===== config.mk =====
export PLATFORM = sky130hd
export DESIGN_NAME = alu_exec_stage
export DESIGN_NICKNAME = d
export VERILOG_FILES = /design/src/rtl/alu_exec_stage.sv
export SDC_FILE = /design/constraint.sdc
export NUM_CORES = 1
export LEC_CHECK = 0
export CAP_MARGIN = 20
export CORE_MARGIN = 3
export CORE_UTILIZATION = 40
export DETAILED_ROUTE_END_ITERATION = 16
export PLACE_DENSITY_LB_ADDON = 0.08
export SYNTH_ARGS = -nofsm -noshare
export SYNTH_HDL_FRONTEND = slang
export SYNTH_SLANG_ARGS = --single-unit

===== constraint.sdc =====
create_clock -name clk -period 4.9 [get_ports clk]
set_clock_uncertainty 0.1 [all_clocks]
set_input_delay 0.735 -clock clk [delete_from_list [all_inputs] [get_ports clk]]
set_output_delay 0.735 -clock clk [all_outputs]
set_load 0.05 [all_outputs]

===== src/rtl/alu_exec_stage.sv =====
// -----------------------------------------------------------------------------
// alu_exec_stage
//   Execute-stage ALU with valid/ready handshakes on both sides. Each accepted
//   operation is evaluated combinationally from SrcA/SrcB/ALUCtl and stored,
//   together with its Zero/Overflow/Illegal flags, in a 2-entry result FIFO
//   so downstream backpressure never drops a result.
//
//   Ports:
//     clk, rst_n       clock, asynchronous active-low reset
//     flush            synchronous flush; empties the buffer, drops same-cycle push
//     in_valid/in_ready    upstream handshake (in_ready depends on state only)
//     ALUCtl, SrcA, SrcB   operation code and operands
//     out_valid/out_ready  downstream handshake
//     ALUResult, Zero, Overflow, Illegal   head-of-buffer result and flags
//                                          (all driven 0 when the buffer is empty)
//
//   Optional feature macro: ALU_EXEC_NOR_EN enables ALUCtl 4'b1100 as NOR.
// -----------------------------------------------------------------------------
module alu_exec_stage #(
    parameter int WIDTH = 32
) (
    input  logic             clk,
    input  logic             rst_n,
    input  logic             flush,
    input  logic             in_valid,
    output logic             in_ready,
    input  logic [3:0]       ALUCtl,
    input  logic [WIDTH-1:0] SrcA,
    input  logic [WIDTH-1:0] SrcB,
    output logic             out_valid,
    input  logic             out_ready,
    output logic [WIDTH-1:0] ALUResult,
    output logic             Zero,
    output logic             Overflow,
    output logic             Illegal
);

    // Entry layout: {result, zero, overflow, illegal}
    localparam int EW = WIDTH + 3;

    // Evaluate one operation into a packed buffer entry.
    function automatic logic [EW-1:0] alu_eval(
        input logic [3:0]       ctl,
        input logic [WIDTH-1:0] a,
        input logic [WIDTH-1:0] b
    );
        logic [WIDTH-1:0] sum;
        logic [WIDTH-1:0] diff;
        logic [WIDTH-1:0] res;
        logic             add_ovf;
        logic             sub_ovf;
        logic             lt;
        logic             ovf;
        logic             ill;
        sum     = a + b;
        diff    = a - b;
        add_ovf = (a[WIDTH-1] == b[WIDTH-1]) & (sum[WIDTH-1] != a[WIDTH-1]);
        sub_ovf = (a[WIDTH-1] != b[WIDTH-1]) & (diff[WIDTH-1] != a[WIDTH-1]);
        // Sign of the difference corrected for overflow gives a true signed compare.
        lt      = diff[WIDTH-1] ^ sub_ovf;
        res     = {WIDTH{1'b0}};
        ovf     = 1'b0;
        ill     = 1'b0;
        case (ctl)
            4'b0000: res = a & b;
            4'b0001: res = a | b;
            4'b0010: begin
                res = sum;
                ovf = add_ovf;
            end
            4'b0110: begin
                res = diff;
                ovf = sub_ovf;
            end
            4'b0111: res = {{(WIDTH-1){1'b0}}, lt};
`ifdef ALU_EXEC_NOR_EN
            4'b1100: res = ~(a | b);
`endif
            default: begin
                res = {WIDTH{1'b0}};
                ill = 1'b1;
            end
        endcase
        return {res, (res == {WIDTH{1'b0}}), ovf, ill};
    endfunction

    logic [1:0]    count_r;
    logic          wr_ptr_r;
    logic          rd_ptr_r;
    logic [EW-1:0] mem_r [2];

    logic          push_s;
    logic          pop_s;
    logic [EW-1:0] entry_s;
    logic [EW-1:0] head_s;

    // Handshake decode; in_ready comes only from registered occupancy.
    always_comb begin
        in_ready  = (count_r != 2'd2);
        out_valid = (count_r != 2'd0);
        push_s    = in_valid & in_ready;
        pop_s     = out_valid & out_ready;
        entry_s   = alu_eval(ALUCtl, SrcA, SrcB);
    end

    // Buffer state: async reset, flush wins over push/pop.
    always_ff @(posedge clk or negedge rst_n) begin
        if (!rst_n) begin
            count_r  <= 2'd0;
            wr_ptr_r <= 1'b0;
            rd_ptr_r <= 1'b0;
            mem_r[0] <= {EW{1'b0}};
            mem_r[1] <= {EW{1'b0}};
        end else if (flush) begin
            count_r  <= 2'd0;
            wr_ptr_r <= 1'b0;
            rd_ptr_r <= 1'b0;
        end else begin
            if (push_s) begin
                mem_r[wr_ptr_r] <= entry_s;
                wr_ptr_r        <= ~wr_ptr_r;
            end
            if (pop_s) begin
                rd_ptr_r <= ~rd_ptr_r;
            end
            count_r <= count_r + {1'b0, push_s} - {1'b0, pop_s};
        end
    end

    // Present the head entry; force zeros when nothing is buffered.
    always_comb begin
        head_s = mem_r[rd_ptr_r];
        if (out_valid) begin
            {ALUResult, Zero, Overflow, Illegal} = head_s;
        end else begin
            {ALUResult, Zero, Overflow, Illegal} = {EW{1'b0}};
        end
    end

endmodule


==> impl_metrics.toml <==
[run_status]
status = "finished, final reports clean"

[timing]
timing.final.crit_share_pct = 96.34
setup_ws_ps = 179.3
max_freq_mhz = 211.8
timing.hold.ws_ps = 375.4
drv_slew = 0
min_period_ps = 4721
final_hold_viol_count = 0
slew_headroom_pct = 25.65
finalSetupViolations = 0
worst_slew_pin_slew_ps = 1115

[clock_network]
cts_hold_buf = 0
clockBufferDepth = 2
cts-root-buf = "clkbuf_16"
clk_latency_ps = 330
cts_sinks = 74
htree_num_levels = 3
cts_buffers = 9
cts_tree = "done"
path_clk_slew_ps = 60

[placed_design]
port_buffers = 109
post-place-cells = 1568
placed_cell_area_um2 = 11030
routabilityCongestion = 0.9253
dp_slack_ps = -435.8
dp_hpwl_um = 22740

[pwr]
p_leak_nw = 5.385
power.density_nw_per_um2 = 304.1
peakVddDrop_mv = 0.1847

[worst_setup_path]
critPathArrivalTime_ps = 4870
worstPathMaxFanout = 2
cp-end-kind = "register"
rr_worst_depth = 10
r2r-end = "count_r[1]"
critPathKind = "input pin to register"
start_kind = "input pin"
r2r-start = "count_r[1]"
r2r_setup_slack_ps = 2480
cp.required_ps = 5050

[route]
drtIter0Drc = 737
drt_wl_total_um = 28840
vias = 8988
drc = 0
detail-route-antenna-nets = 0
drtPass1Iterations = 7
routedWlPerCell_um = 18.15
via_per_inst = 5.656

[min_path]
hp-class = "register to register"
min-delay-start = "mem_r[30]"
holdPathStages = 2
holdPathEnd = "mem_r[30]"

[cells_and_area]
stdcell_area_um2 = 11770
final_core_util_pct = 55.65
n_antenna_cell = 0
fillCellCount = 2029
layout.cells.non_filler = 1589
ff_latch_area_um2 = 1853
drive_gt1_share_pct = 23.14
multiInputGateArea_um2 = 6576
syn_to_final_growth_pct = 35.46
fin_nets = 1489

[floorplan]
dieArea_um2 = 23530
initial_core_util_pct = 41.08
rows = 53
die_y_um = 153.4
die_w_um = 153.4
boundaryPins = 110
coreArea_um2 = 21150

[synth]
ys_seq_elements = 74
yosys.cell_types.count = 76
synthTopCellsByCount = "nor2_1 (116), ha_1 (103), inv_1 (101)"
yosys_most_used_dff = "dfrtp_1"
synth_nets = 1271
synthTopCellsByArea = "dfrtp_1 (21%), ha_1 (15%), mux2_2 (6.2%), a21oi_1 (5.1%), nor2_1 (5.0%)"
synthesis.instances = 1092
yosysSeqAreaShare_pct = 21.31
yosysTopAreaCell = "dfrtp_1"
syn_avg_cell_area_um2 = 7.959
yosysMostFrequentCell = "nor2_1"
netlist_area_um2 = 8691
synth_edf_count = 0
async_flop_share_pct = 100.0
yosysTopAreaCellShare_pct = 21.31
synth_warnings = 0

[global_routing]
grt_antenna_before_repair = 0
track_usage_pct = 23.37
grt_start_max_net_pins = 47
grt_pass1_wl_um = 45240
grt_overflow = 0
grt_pass1_vias = 8429

[run]
cap_violations = 0
-- cell families after synthesis --
| group | Yosys count | share of synthesized area (%) |
|---|---|---|
| simple gates | 300 | 15.81 |
| fa+ha+maj | 106 | 15.52 |
| mux | 92 | 11.30 |
| flops | 74 | 21.31 |
| xor+xnor | 32 | 3.225 |
| compound gates | 326 | 25.64 |
| buf+inv | 162 | 7.198 |
-- metal layers --
layer / up-vias / track usage, % / part of all wire [%]
met5: - / 0 / 0
met4: 0 / 5.509 / 1.9
li1: 4345 / - / -
met3: 40 / 2.690 / 6.0
met2: 315 / 36.09 / 44
met1: 4288 / 34.96 / 48
-- registers in the layout, summed over array words and instances, names as in the netlist --
register  cells
mem_r        70
rd_ptr_r      1
count_r       2
wr_ptr_r      1
-- worst max-delay path, stage by stage --
cell and delay [ps]:
clkdlybuf4s50_1 500, inv_2 60, ha_4 230, nor4_4 270, buf_4 160, nand2_1 50, nor2_2 100, nand2_1 70
nand4_1 130, o311a_1 260, a21oi_1 90, o21bai_1 170, a21oi_2 90, fa_2 360, a31oi_1 170, nor3b_1 70
a21oi_1 180, nand4_1 140, nor3_2 210, nand4b_1 150, nor4_2 180, nand4_1 140, nand4b_1 210, o21ai_1 140
-- cell type report --
class	count	share of cell area (%)
Timing Repair Buffer	268	19.74
Inverter	101	3.220
Tap cell	275	2.923
Multi-Input combinational cell	856	55.86
Sequential cell	74	15.74
Clock buffer	12	2.179
Clock inverter	3	0.3401
-- worst max path at each step --
stage,slack (ps),to,depth (start not counted),startpoint
3_3_place_gp,-250,mem_r[2],24,SrcB[14]
6_report,180,mem_r[2],24,SrcB[19]
2_1_floorplan,500,mem_r[2],23,SrcA[13]
3_5_place_dp,-440,mem_r[2],24,SrcB[14]
4_1_cts,30,mem_r[2],24,SrcB[14]
5_1_grt,-70,mem_r[2],24,SrcB[19]
-- placed cells by master, fill, tap and decap left out, drive strengths merged, types with 5 or more instances in the layout --
master and instances:
a211o 6, a211oi 20, a21boi 5, a21o 11, a21oi 89, a221oi 5, a31oi 11, buf 161
clkbuf 12, clkdlybuf4s50 89, dfrtp 74, dlymetal6s2s 18, ha 103, inv 101, mux2 49, mux2i 43
nand2 77, nand2b 8, nand3 24, nand4 9, nor2 116, nor2b 13, nor3 22, nor4 10
o211ai 21, o21a 6, o21ai 59, o21bai 6, o22ai 13, o311ai 5, o31a 8, o31ai 22
xnor2 27, xor2 5
-- through the flow --
step	power (mW)	TNS, ps
after global placement	2.855	-472.8
after floorplan	2.205	0
after CTS	3.539	0
after detailed placement	2.880	-841.0
final	3.580	0
after global routing	3.804	-96.75
-- repair_timing --
| action | 4_1_cts | 5_1_grt |
|---|---|---|
| buffers inserted | 0 | 6 |
| pin swaps | 0 | 25 |
| resized for setup | 6 | 83 |
| endpoints found under the setup margin | 2 | 2 |
-- where the power goes --
group / internal, mW / total [mW] / switching (mW)
clock network: 0.417 / 0.649 / 0.232
logic: 0.829 / 1.95 / 1.12
registers: 0.821 / 0.978 / 0.157
Power figures use the tool's default switching activity.
